--- config.mk ---
export PLATFORM = sky130hd
export DESIGN_NAME = eth_fcs_tx_ctrl
export DESIGN_NICKNAME = d
export VERILOG_FILES = /design/src/rtl/eth_fcs_tx_ctrl.sv
export SDC_FILE = /design/constraint.sdc
export NUM_CORES = 1
export LEC_CHECK = 0
export CORE_AREA = 2 2 70 72
export CTS_CLUSTER_SIZE = 16
export DETAILED_ROUTE_END_ITERATION = 16
export DIE_AREA = 0 0 72 74
export GPL_ROUTABILITY_DRIVEN = 0
export PLACE_DENSITY = 0.78
export SKIP_LAST_GASP = 1
export SLEW_MARGIN = 20
export SYNTH_ARGS = -nofsm -noshare
export SYNTH_HDL_FRONTEND = slang
export SYNTH_SLANG_ARGS = --single-unit
--- constraint.sdc ---
create_clock -name clk -period 2 [get_ports clk]
set_input_delay 0.3 -clock clk [delete_from_list [all_inputs] [get_ports clk]]
set_output_delay 0.3 -clock clk [all_outputs]
set_load 0.005 [all_outputs]
--- src/rtl/eth_fcs_tx_ctrl.sv ---
// Ethernet TX FCS sequencer: passes frame bytes, zero-pads short frames,
// then appends the FCS read from an external crc32 instance.
module eth_fcs_tx_ctrl #(
    parameter int DATA_WIDTH    = 8,
    parameter int MIN_FRAME_LEN = 60,
    parameter int CNT_WIDTH     = 16
) (
    input  logic                  clk,
    input  logic                  reset,
    input  logic [DATA_WIDTH-1:0] s_tdata,
    input  logic                  s_tvalid,
    input  logic                  s_tlast,
    output logic                  s_tready,
    output logic [DATA_WIDTH-1:0] m_tdata,
    output logic                  m_tvalid,
    output logic                  m_tlast,
    input  logic                  m_tready,
    output logic                  crc_rst,
    output logic                  crc_en,
    output logic [DATA_WIDTH-1:0] crc_byte,
    output logic                  crc_eof,
    input  logic [31:0]           crc_in
);

    typedef enum logic [1:0] {IDLE, DATA, PAD, FCS} state_t;

    localparam logic [CNT_WIDTH:0] MIN_LEN = (CNT_WIDTH+1)'(MIN_FRAME_LEN);

    state_t               state, state_n;
    logic [CNT_WIDTH-1:0] byte_cnt, cnt_n, cnt_sat;
    logic [CNT_WIDTH:0]   cnt_inc;
    logic [1:0]           fcs_idx, idx_n;
    logic                 rst_q, xfer, at_min;

    // One extra bit lets the minimum check see the true count past saturation.
    assign cnt_inc = {1'b0, byte_cnt} + (CNT_WIDTH+1)'(1);
    assign cnt_sat = cnt_inc[CNT_WIDTH] ? byte_cnt : cnt_inc[CNT_WIDTH-1:0];
    assign at_min  = (cnt_inc >= MIN_LEN);

    always_ff @(posedge clk or posedge reset) begin
        if (reset) begin
            state    <= IDLE;
            byte_cnt <= '0;
            fcs_idx  <= '0;
            rst_q    <= 1'b1;
        end else begin
            state    <= state_n;
            byte_cnt <= cnt_n;
            fcs_idx  <= idx_n;
            rst_q    <= 1'b0;
        end
    end

    always_comb begin
        state_n  = state;
        cnt_n    = byte_cnt;
        idx_n    = fcs_idx;
        s_tready = 1'b0;
        m_tdata  = '0;
        m_tvalid = 1'b0;
        m_tlast  = 1'b0;
        crc_rst  = rst_q;
        crc_en   = 1'b0;
        crc_byte = '0;
        crc_eof  = 1'b0;
        xfer     = 1'b0;
        case (state)
            IDLE, DATA: begin
                m_tdata  = s_tdata;
                m_tvalid = s_tvalid;
                s_tready = m_tready;
                xfer     = s_tvalid & m_tready;
                if (xfer) begin
                    crc_en   = 1'b1;
                    crc_byte = s_tdata;
                    cnt_n    = cnt_sat;
                    state_n  = DATA;
                    if (s_tlast) begin
                        state_n = at_min ? FCS : PAD;
                        idx_n   = '0;
                    end
                end
            end
            PAD: begin
                m_tvalid = 1'b1;
                xfer     = m_tready;
                if (xfer) begin
                    crc_en = 1'b1;
                    cnt_n  = cnt_sat;
                    if (at_min) begin
                        state_n = FCS;
                        idx_n   = '0;
                    end
                end
            end
            FCS: begin
                m_tvalid = 1'b1;
                crc_eof  = 1'b1;
                m_tdata  = DATA_WIDTH'(crc_in[{fcs_idx, 3'b000} +: 8]);
                m_tlast  = (fcs_idx == 2'd3);
                xfer     = m_tready;
                if (xfer) begin
                    idx_n = fcs_idx + 2'd1;
                    if (fcs_idx == 2'd3) begin
                        crc_rst = 1'b1;
                        cnt_n   = '0;
                        state_n = IDLE;
                    end
                end
            end
            default: state_n = IDLE;
        endcase
        // Outputs stay quiet while reset is held, whatever the source presents.
        if (reset) begin
            s_tready = 1'b0;
            m_tdata  = '0;
            m_tvalid = 1'b0;
            m_tlast  = 1'b0;
            crc_rst  = 1'b1;
            crc_en   = 1'b0;
            crc_byte = '0;
            crc_eof  = 1'b0;
        end
    end

endmodule

==> results of run 1 <==
sequential cells by signal (all words and copies together) (netlist names):
name	cells
state	2
rst_q	1
byte_cnt	16
fcs_idx	2
logic make-up after synthesis:
group / after synthesis
AND/OR/NAND/NOR: 88
AO/OA/AOI/OAI: 65
flip-flops: 21
buffers and inverters: 16
multiplexers: 10
adder cells (fa/ha/maj): 3
XOR/XNOR: 3
other: 1
metrics by stage:
stage	hold WS (ns)	instances
after floorplan	0.2809	207
after CTS	0.5128	374
after global routing	0.5749	383
final	0.5219	383
after detailed placement	0.5782	356
after global placement	0.5514	356
routing by layer:
layer,share of wire [%],GRT usage [%],wire [um],vias up
li1,-,-,-,1048
met1,38,24.70,2366,1038
met2,55,46.81,3471,77
met3,6.9,3.659,435,4
met4,0.49,4.403,31,0
met5,0,0,0,-
worst paths after layout:
kind                             startpoint           end  cells after the start
worst max-delay path            byte_cnt[0]      state[0]                      7
worst min-delay path                  reset  byte_cnt[14]                      5
worst max register to register  byte_cnt[0]      state[0]                      7
worst min register to register  byte_cnt[9]   byte_cnt[9]                      1
max in group asynchronous             reset         rst_q                      5
min in group clk                byte_cnt[9]   byte_cnt[9]                      1
worst max-delay path, delay by kind of cell, from the launching register on:
kind                       cells  cell delay [ns]
and+or+nand+nor                4             0.82
buffers and inverters          1             0.16
adders and majority gates      1             0.18
DFF                            1             0.46
AOI/OAI and AO/OA              1             0.29
timing repair:
action / CTS / global route
pin swaps: 15 / 21
buffers inserted: 14 / 9
setup endpoints to repair: 31 / 37
gates cloned: 0 / 0
gates resized for setup: 58 / 33
layout make-up:
cell class	instances	area [um^2]	area share (%)
clock buffers	3	41.29	1.279
clock inverters	1	5.005	0.1550
inverters	3	11.26	0.3487
multi-input cells	170	1394	43.16
flip-flops and latches	21	538.0	16.66
well taps	54	67.56	2.092
repair buffers	131	1172	36.30
synth_stat cells (3+ instances only):
master,n
dfrtp_1,20
and2_1,14
nand2_1,14
nor2_1,13
o21ai_0,13
and3_1,11
a22o_1,9
a31oi_1,9
mux4_2,8
nand4_1,8
nand3_1,7
buf_2,6
clkbuf_1,5
a21oi_1,4
nor3_1,4
o21a_1,4
o22a_1,4
ha_1,3
inv_1,3
nor2b_1,3
o31ai_1,3
where the power goes:
part,internal [mW],switching (mW)
registers,0.531,0.149
clock network,0.139,0.144
logic,1.08,0.743
total,1.75,1.04
==> metrics.txt, run 1 <==
power per cell area 864.0 mW/mm^2; main combinational cell family by area after synthesis simple AND/OR/NAND/NOR gates; post-layout util 70.23%; core box area 0.004598 mm^2; adder-cell share of the synthesized area 2.041%; largest net degree at the start of global routing 22; failing checks setup timing; cell area after layout 0.003229 mm^2; Top FF cell, synth dfrtp_1; distinct cell type count after synthesis 57; Worst path slowest cell dfrtp_2; drt via density 5.658; Cells after Synth 207; number of global-route vias before repair 2069; die height 74 um; Worst-path clk slew roughly 0.080 ns; Ports 67; most frequent cells in the layout buf_4 (53), clkdlybuf4s50_1 (46), and2_1 (14), nand2_1 (13); crit share post-route 101.5%; worst path arrival time 2.18 ns; drt pass-1 iters 4; max_cap viols 0; Clock Skew around 0.0031 ns; Synth area leader dfrtp_1; synth top area cells dfrtp_1 (27%), mux4_2 (9.8%), and2_1 (4.8%); Avg Cell Area, Syn 8.885 um^2; register area share after synthesis approximately 29%; final-report hold violation count 0; CTS buffer count 3; syn nets 255; # H-tree levels 1; Placed Instance Area 0.002828 mm^2; Startpoint Class flip-flop; yosys warns 0; Starting Density 40.00%; status complete, but fails checks; Fill cells 364; #FFs+latches synth 21; ys async rst share 100.0%; initial antenna violation count 0; # clock sinks 21; total chip power 2.790 mW; layout cell share with drive strength beyond 1 37.69%; final setup fails 4; reg2reg setup slack -0.03 ns; post-DP HPWL ~4500 um; hold_buf cts 0; Synth Area in Compound Gates between 20% and 30%; post-route ant nets 0; worst hold path class input pin to async pin; Synth Area in XOR/XNOR 1.429%; GRT Resource Usage Total a little under a quarter; maximum achievable frequency between 0.4 and 0.5 GHz; row cnt 25; Slew Limit Fails 0; # DRC 0; Leak Pwr 1.495 nW; die area 0.005328 mm^2; critical path class flip-flop to flip-flop; Final min period 2.031 ns; post-route setup slack -0.03092 ns; CTS tree done; Setup WS pre-CTS -0.1885 ns; DR WL/cell 16.46 um; EDFF count, synth 0; setup_tns -0.05584 ns; cell breakdown of the critical path ha_4 -> and3_4 -> nand4_1 -> buf_4 -> nor4_2 -> or4_4 -> o31a_1; die outline width 72 um; Vias ~2200; Final nets 378; maximum vdd drop 842.0 uV; total grt overflow 0; 1st-iter DRT viols 65; Area growth syn-to-layout 75.58%; Yosys top cell area share 27.21%; final wirelength 6305 um; CP endpoint kind flip-flop; CP required ~2.2 ns; mux cell area share after synthesis 10.88%; largest fanout on the critical path 5; commonest non-fill, non-tap cell in the layout buf_4; global-route wire length before repair approximately 9600 um; deepest clock path buffer count 2; Synth Area in Simple Gates 27.21%; number of I/O port buffers 66; mapped cell area 0.001839 mm^2; clock root buffer clkbuf_8; ANT cells 0; crit-path max cell delay 0.46 ns; Clock Latency Late Sink roughly 0.26 ns; RSZ-0062 raised after global routing true
No activity file was read; power rests on OpenSTA's default activity.
==> run 2, diff against run 1 <==
==> config.mk (replaced) <==
export PLATFORM = sky130hd
export DESIGN_NAME = eth_fcs_tx_ctrl
export DESIGN_NICKNAME = d
export VERILOG_FILES = /design/src/rtl/eth_fcs_tx_ctrl.sv
export SDC_FILE = /design/constraint.sdc
export NUM_CORES = 1
export LEC_CHECK = 0
export CORE_AREA = 3 3 71 73
export CTS_CLUSTER_SIZE = 16
export DETAILED_ROUTE_END_ITERATION = 16
export DIE_AREA = 0 0 74 76
export GPL_ROUTABILITY_DRIVEN = 0
export MAX_ROUTING_LAYER = met4
export PLACE_DENSITY = 0.78
export SKIP_LAST_GASP = 1
export SLEW_MARGIN = 10
export SYNTH_ARGS = -nofsm -noshare
export SYNTH_HDL_FRONTEND = slang
export SYNTH_SLANG_ARGS = --single-unit
==> metrics.txt, run 2 (synthesis results as in run 1) <==
Slew Limit Fails 0 (unchanged); # clock sinks 21 (unchanged); core box area 0.004414 mm^2 (-4.0%); initial antenna violation count 0 (unchanged); 1st-iter DRT viols 94 (+45%); Startpoint Class flip-flop; # DRC 0 (unchanged); largest fanout on the critical path 3 (-2); final setup fails 5 (+1); largest net degree at the start of global routing 22 (unchanged); CTS buffer count 3 (unchanged); number of I/O port buffers 66 (unchanged); max_cap viols 0 (unchanged); deepest clock path buffer count 2 (unchanged); GRT Max-Usage Layer met2; Switch Pwr 0.9907 mW (-4.4%); setup_tns -0.2080 ns (-0.1521 ns); total chip power 2.680 mW (-4.0%); Vias 2176 (+0.42%); RSZ-0062 raised after global routing true; maximum vdd drop 693.7 uV (-18%); die area 0.005624 mm^2 (+5.6%); Clock Skew 0.009152 ns (+0.006059 ns); reg2reg setup slack -0.1 ns (-0.07 ns); switch share 36.97% (-0.19 points); GR Util met1 25.81% (+1.1 points); number of global-route vias before repair 2147 (+3.8%); CP endpoint kind flip-flop; row cnt 24 (-4.0%); post-route ant nets 0 (unchanged); total grt overflow 0 (unchanged); Worst-path clk slew 0.09 ns (about the same); Setup WS pre-CTS -0.1931 ns (-0.004588 ns); drt via density 5.772 (+2.0%); Leak Pwr 1.453 nW (-2.8%); hold_buf cts 0 (unchanged); Area growth syn-to-layout 68.57%; status complete, but fails checks; die height 76 um (+2.7%); maximum achievable frequency 0.4763 GHz (-3.3%); GR Util met3 3.958% (+0.30 points); crit share post-route 105.0% (+3.4 points); # H-tree levels 1 (unchanged); max reg flops 16 (unchanged); Top reg by flops byte_cnt; Final min period 2.100 ns (+0.06870 ns); most frequent cells in the layout buf_4 (51), clkdlybuf4s50_1 (45), dfrtp_1 (17), and2_1 (14); layout cell share with drive strength beyond 1 34.15% (-3.5 points); Ports 67 (unchanged); Final nets 374 (-1.1%); final wirelength 6377 um (+1.1%); Clk pwr share 10.8% (+0.6 points); Starting Density 41.67% (+1.7 points); post-route setup slack -0.09963 ns (-0.06870 ns); final-report hold violation count 0 (unchanged); critical path class flip-flop to flip-flop; clock root buffer clkbuf_8; power per cell area 864.4 mW/mm^2 (about the same); Clock Latency Late Sink 0.27 ns (about the same); worst hold path class input pin to async pin; Largest regs byte_cnt: 16 flops, fcs_idx: 2 flops, state: 2 flops; Worst Setup SP byte_cnt[1]; commonest non-fill, non-tap cell in the layout buf_4; ANT cells 0 (unchanged); post-DP HPWL 4810 um (+7.0%); CTS tree done; drt pass-1 iters 4 (unchanged); worst path arrival time 2.25 ns (+0.07 ns); GRT Resource Usage Total 22.76% (-0.10 points); share of total power in combinational logic 64.0% (-1.5 points); Fill cells 345 (-5.2%); CP required 2.15 ns (about the same); RR Startpoint byte_cnt[1]; Flop pwr share 25.2% (+0.8 points); Int Pwr 1.689 mW (-3.7%); DR WL/cell 16.92 um (+2.8%); die outline width 74 um (+2.8%); M2 GR Usage 40.43% (-6.4 points); failing checks setup timing; global-route wire length before repair 9984 um (+3.9%)
## run 2: repair_timing
action / in CTS / in global routing
resized for setup: 52 / 24
setup endpoints to repair: 26 / 25
setup buffers: 16 / 4
pin swaps: 15 / 13
## run 2: final timing paths
check	end	cells past startpoint
max in group asynchronous	rst_q	4
min in group clk	byte_cnt[15]	1
worst min-delay path	byte_cnt[2]	4
worst min register to register	byte_cnt[15]	1
worst max-delay path	state[0]	6
worst max register to register	state[0]	6
## run 2: through the flow
step | utilization [%] | hold slack [ns] | cell area [um^2] | std cells
floorplan | - | 0.2809 | 1848 | 207
global placement | 63.83 | 0.5496 | 2818 | 353
detailed placement | 63.83 | 0.5436 | 2818 | 353
CTS | 67.83 | 0.4089 | 2994 | 373
global route | 70.24 | 0.4508 | 3100 | 377
finish | 70.24 | 0.4023 | 3100 | 377
## run 2: layer usage
| metal | up-vias | share of wire (%) |
|---|---|---|
| li1 | 1036 | - |
| met1 | 1034 | 38 |
| met2 | 94 | 51 |
| met3 | 12 | 8.7 |
| met4 | 0 | 1.6 |
| met5 | - | 0 |
## run 2: area by class of cell
type | instances | area, um^2 | area share (%)
Clock buffer | 3 | 41.29 | 1.332
Sequential cell | 21 | 530.5 | 17.11
Tap cell | 52 | 65.06 | 2.098
Clock inverter | 1 | 5.005 | 0.1614
Multi-Input combinational cell | 170 | 1333 | 42.98
Inverter | 3 | 11.26 | 0.3632
Timing Repair Buffer | 127 | 1115 | 35.96
## run 2: power groups by stage
stage	Clock [mW]	Sequential, mW	Combinational (mW)
after floorplan	0	0.613	0.807
after global placement	0	0.665	1.38
after detailed placement	0	0.668	1.42
after CTS	0.299	0.664	1.62
after global routing	0.319	0.689	1.87
final	0.290	0.675	1.72
## run 2: worst max-delay path, stage by stage, from the launching register on
cell,delay [ns]
dfrtp_1,0.44
buf_4,0.16
and4_2,0.25
a311oi_2,0.28
a21oi_1,0.09
or4_4,0.51
o31a_1,0.26
==> run 3, diff against run 2 <==
==> constraint.sdc (replaced) <==
create_clock -name clk -period 2 [get_ports clk]
set_input_delay 0.4 -clock clk [delete_from_list [all_inputs] [get_ports clk]]
set_output_delay 0.4 -clock clk [all_outputs]
set_load 0.005 [all_outputs]
==> metrics.txt, run 3 (synthesis results as in run 1) <==
status complete, but fails checks; failing checks setup timing; Worst-path clk slew 0.08 ns (about the same); worst hold path class input pin to async pin; # clock sinks 21 (unchanged); cell family with most CP delay multiplexers; Setup WS pre-CTS -0.4167 ns (-0.2236 ns); largest net degree at the start of global routing 22 (unchanged); RSZ-0062 raised after global routing true; worst path arrival time 1.71 ns (-0.54 ns); Crit path buffers/inverters 3 (+2); global-route wire length before repair 10490 um (+5.0%); # H-tree levels 1 (unchanged); Top reg by flops byte_cnt; largest fanout on the critical path 5 (+2); power per cell area 872.8 mW/mm^2 (+0.97%); core box area 0.004414 mm^2 (unchanged); Placed Instance Area 0.002855 mm^2 (+1.3%); Ports 67 (unchanged); final setup fails 22 (+17); Worst Setup SP fcs_idx[0]; DR WL/cell 19.01 um (+12%); CTS buffer count 3 (unchanged); # DRC 0 (unchanged); Critical path destination m_tdata[5]; initial antenna violation count 0 (unchanged); worst reg2reg path endpoint state[0]; critical path class flip-flop to output port; Non-Filler Instances 383 (+1.6%); Clk pwr share 10.5% (-0.3 points); ANT cells 0 (unchanged); commonest non-fill, non-tap cell in the layout buf_4; total chip power 2.852 mW (+6.4%); max_cap viols 0 (unchanged); Fill cells 331 (-4.1%); drt via density 6.016 (+4.2%); die height 76 um (unchanged); Int Pwr 1.767 mW (+4.6%); Starting Density 41.67% (unchanged); Vias 2304 (+5.9%); number of I/O port buffers 66 (unchanged); Startpoint Class flip-flop; setup_tns -0.8500 ns (-0.6421 ns); CP required 1.60 ns (-0.55 ns); post-DP HPWL 4896 um (+1.8%); CP endpoint kind output port; crit-path max cell delay 0.49 ns (-0.02 ns); die outline width 74 um (unchanged); post-route ant nets 0 (unchanged); post-route setup slack -0.1136 ns (-0.01394 ns); reg2reg setup slack -0.10 ns (about the same); final wirelength 7281 um (+14%); post-layout util 74.04% (+3.8 points); Area growth syn-to-layout 77.69%; CTS tree done; most frequent cells in the layout buf_4 (55), clkdlybuf4s50_1 (44), dfrtp_1 (15), and2_1 (14), nand2_1 (13); hold_buf cts 0 (unchanged); Final min period 2.114 ns (+0.01394 ns); switch share 38.05% (+1.1 points); RR Startpoint byte_cnt[10]; 1st-iter DRT viols 129 (+37%); deepest clock path buffer count 2 (unchanged); layout cell share with drive strength beyond 1 38.67% (+4.5 points); Flop pwr share 23.7% (-1.5 points); GRT Resource Usage Total 24.07% (+1.3 points); total grt overflow 0 (unchanged); worst reg2reg path depth 6 (unchanged); Final nets 380 (+1.6%); share of total power in combinational logic 65.8% (+1.8 points); Leak Pwr 1.425 nW (-2.0%); Clock Latency Late Sink 0.27 ns (about the same); Switch Pwr 1.085 mW (+9.6%); final-report hold violation count 0 (unchanged); die area 0.005624 mm^2 (unchanged); crit share post-route 105.7% (+0.70 points); Largest regs byte_cnt: 16 flops, fcs_idx: 2 flops, state: 2 flops; stages on the worst setup path 5 (-1); number of global-route vias before repair 2171 (+1.1%); maximum achievable frequency 0.4731 GHz (-0.66%); cell area after layout 0.003268 mm^2 (+5.4%); placed insts 358 (+1.4%); Hold WS 0.5158 ns (+0.1135 ns); cell breakdown of the critical path buf_6 -> buf_4 -> mux4_2 -> a22o_1 -> buf_2; maximum vdd drop 634.2 uV (-8.6%); row cnt 24 (unchanged); clock root buffer clkbuf_8; drt pass-1 iters 4 (unchanged); Slew Limit Fails 0 (unchanged); Clock Skew 0.001190 ns (-0.007962 ns); max reg flops 16 (unchanged); Worst path slowest cell mux4_2
[run 3: changes by cell type in the layout (fill, tap and decap cells not counted), moves of 3 or more]
cell	before	now
buf_4	51	55
clkdlybuf4s15_1	0	3
a31oi_1	9	6
dlymetal6s2s_1	6	1
buf_6	9	12
[run 3: how the worst min path moves through the flow]
| stage | startpoint | cells past startpoint | to | slack (ns) |
|---|---|---|---|---|
| 3_3_place_gp | byte_cnt[9] | 1 | byte_cnt[9] | 0.55 |
| 6_report | reset | 4 | state[1] | 0.52 |
| 3_5_place_dp | byte_cnt[9] | 1 | byte_cnt[9] | 0.55 |
| 4_1_cts | reset | 4 | state[1] | 0.51 |
| 5_1_grt | reset | 4 | state[1] | 0.57 |
| 2_1_floorplan | reset | 1 | byte_cnt[10] | 0.38 |
[run 3: repair_timing]
item	in CTS	in global routing
pin swaps	16	27
setup endpoints to repair	34	36
gates resized for setup	62	43
setup buffers	11	10
[run 3: worst reg2reg max path: cells and delay by family, from the launching register on]
kind | cells | cell delay [ns]
muxes | 1 | 0.20
DFF | 1 | 0.58
buffers and inverters | 1 | 0.19
and+or+nand+nor | 2 | 0.51
AOI/OAI and AO/OA | 2 | 0.51
[run 3: layout make-up]
type	count	area [um^2]	area share, %
Multi-Input combinational cell	170	1459	44.64
Timing Repair Buffer	133	1155	35.34
Sequential cell	21	533.0	16.31
Tap cell	52	65.06	1.991
Clock buffer	4	45.04	1.378
Inverter	3	11.26	0.3446
[run 3: power groups by stage]
stage          Combinational [mW]  Clock, mW  Sequential, mW
5_1_grt                      2.01      0.319           0.690
4_1_cts                      1.62      0.299           0.652
3_5_place_dp                 1.48          0           0.651
6_report                     1.88      0.299           0.676
2_1_floorplan               0.807          0           0.613
3_3_place_gp                 1.44          0           0.650
[run 3: routing by layer]
| metal | GRT usage (%) | vias to the layer above | share of wire [%] |
|---|---|---|---|
| li1 | - | 1053 | - |
| met1 | 27.71 | 1105 | 37 |
| met2 | 41.76 | 122 | 52 |
| met3 | 3.694 | 24 | 8.5 |
| met4 | 7.971 | 0 | 3.3 |
| met5 | - | - | 0 |
==> RTL change: new RTL, config.mk and constraints of run 3 <==
`MIN_FRAME_LEN`: 60 -> 30.
--- a/src/rtl/eth_fcs_tx_ctrl.sv
+++ b/src/rtl/eth_fcs_tx_ctrl.sv
@@ -2,7 +2,7 @@
 // then appends the FCS read from an external crc32 instance.
 module eth_fcs_tx_ctrl #(
     parameter int DATA_WIDTH    = 8,
-    parameter int MIN_FRAME_LEN = 60,
+    parameter int MIN_FRAME_LEN = 30,
     parameter int CNT_WIDTH     = 16
 ) (
     input  logic                  clk,
Function: same outputs for any inputs over 10 cycles, from zero or initial values and one cycle with reset high; that may be too few to reach the edited logic, so the function may still have changed.
==> RTL change against run 3 <==
The flow still finishes with violations (setup timing); critical path depth up 1; non-clock buffer count up 4; largest power group unchanged; worst hold slack worse by 0.063 ns; clock power down 5%; core utilization up 0.48 points; setup slack worse by 0.034 ns; synthesized area up 2.9%; design area up 0.65%; fmax down 1.6%; sequential cell count unchanged; via count up 0.91%; power up 3.1%; routed wire length down 4.5%.
==> RTL change: results (changes against run 3) <==
status = finished with violations
failing checks = setup timing
worst min-delay path class = input pin to asynchronous set/reset pin
Placement Cell Area = 2960 um2 (+3.5%)
crit-path max cell delay = 0.48 ns
placed cells = 376 (+5.0%)
DRT iter0 DRCs = 90 (-30%)
hold_ws = 0.453 ns (-0.0628 ns)
critical path fanouts, max = 4 (-1)
setup TNS = -0.970 ns (-0.120 ns)
CTS root buffer = clkbuf_8
Max Clock Skew = 0.00403 ns (+0.00284 ns)
H-tree depth = 1 (unchanged)
Clock Latency Late Sink = 0.26 ns
vias in the first global route = 2380 (+9.6%)
fraction of layout cells with a size suffix above 1 = 35.7% (-2.9 points)
Total Routed Length = 6960 um (-4.5%)
worst slack at placement = -0.406 ns (+0.0110 ns)
first-pass GRT wire length = 11200 um (+6.4%)
antenna violations before repair = 0 (unchanged)
Seq/Total Area, Yosys = 27.8% (-0.81 points)
largest net degree at the start of global routing = 12 (-45%)
PnR worst setup slack = -0.148 ns (-0.0341 ns)
cts bufs inserted = 3 (unchanged)
YS warnings = 0 (unchanged)
Layout fillers = 315 (-4.8%)
reg2reg start = byte_cnt[1]$_DFFE_PP0P_
IO buf count = 66 (unchanged)
post-synthesis area per instance = 8.53 um2 (-4.0%)
antenna cells = 0 (unchanged)
leak pwr = 1.57 nW (+10%)
synth top area cells = dfrtp_1, mux4_2, a22o_1, and2_1, nor2_1
Clock Path Buffers = 2 (unchanged)
GRT Overall Usage = 25.5% (+1.4 points)
R2R cell count = 9 (+3)
crit path max-delay cell type = mux4_2
most common library cells after synthesis = dfrtp_1, nor2_1, and2_1, nand2_1
vias per std cell = 5.83 (-3.1%)
Netlist cell types = 48 (-16%)
Post-synth ARST share = 100% (unchanged)
VDD IR-drop max = 769 uV (+21%)
hpwl dp = 5010 um (+2.3%)
Finished Layout Cells = 399 (+4.2%)
syn_nets = 270 (+5.9%)
Final setup viols = 13 (-41%)
Worst EP arrival = 1.75 ns (+0.04 ns)
Worst-path clk slew = 0.08 ns (about the same)
[RTL change: cell types whose count changed in the layout (fill, tap and decap cells not counted), moves of 3 or more]
cell	delta
nand2_1	-4
nor2_1	+3
nand2b_1	+3
o21ai_0	-3
inv_1	+4
buf_4	+8
buf_6	-6
dfrtp_2	-4
o22a_1	-3
dfrtp_1	+4
a21oi_1	+6
o211ai_1	+3
nor3_1	+7
[RTL change: cell type report]
| cell class | count | area, um2 | area share [%] |
|---|---|---|---|
| Sequential cell | 21 | 528 | 16.1 |
| Tap cell | 52 | 65.1 | 1.98 |
| Clock buffer | 4 | 45.0 | 1.37 |
| Multi-Input combinational cell | 178 | 1440 | 43.8 |
| Inverter | 7 | 26.3 | 0.799 |
| Timing Repair Buffer | 137 | 1180 | 36.0 |
[RTL change: layer usage]
metal,vias to the layer above,GRT usage [%],share of wire (%)
met5,-,-,0
met4,0,9.24,3.6
met3,32,5.15,8.2
met2,111,45.8,55
met1,1099,26.6,33
li1,1083,-,-
[RTL change: worst max path at each step]
| stage | end | cells past startpoint | start | slack [ns] |
|---|---|---|---|---|
| finish | m_tdata[1] | 6 | fcs_idx[0]$_DFFE_PP0P_ | -0.15 |
| global route | m_tdata[1] | 6 | fcs_idx[0]$_DFFE_PP0P_ | -0.23 |
| CTS | m_tdata[6] | 6 | fcs_idx[0]$_DFFE_PP0P_ | -0.31 |
| detailed placement | byte_cnt[6]$_DFFE_PP0P_ | 5 | m_tready | -0.41 |
| global placement | byte_cnt[1]$_DFFE_PP0P_ | 5 | m_tready | -0.37 |
| floorplan | byte_cnt[9]$_DFFE_PP0P_ | 8 | byte_cnt[0]$_DFFE_PP0P_ | -0.04 |
[RTL change: timing repair]
item	4_1_cts	5_1_grt
setup endpoints to repair	33	34
pin swaps	9	22
setup buffers	12	9
resized for setup	58	38
[RTL change: report_power, final]
part / total [mW] / internal [mW] / switching (mW)
clock: 0.283 / 0.142 / 0.140
sequential: 0.634 / 0.531 / 0.103
combinational: 2.02 / 1.13 / 0.895
total: 2.94 / 1.80 / 1.14
[RTL change: critical path: cells and delay by family (launching register included)]
kind                   cells  cell delay [ns]
AOI/OAI and AO/OA          1             0.20
muxes                      1             0.48
buffers and inverters      4             0.43
DFF                        1             0.37
[RTL change: logic make-up (layout without fill, tap and decap cells)]
| family | after synthesis | count (layout) | synth area share [%] |
|---|---|---|---|
| DFF | 21 | 21 | 27.8 |
| other | 1 | 1 | 0.198 |
| AOI/OAI and AO/OA | 56 | 56 | 19.9 |
| adders and majority gates | 3 | 3 | 1.98 |
| muxes | 10 | 10 | 10.6 |
| and+or+nand+nor | 104 | 104 | 32.5 |
| xor gates and xnor gates | 4 | 4 | 1.85 |
| buffers and inverters | 23 | 148 | 5.16 |
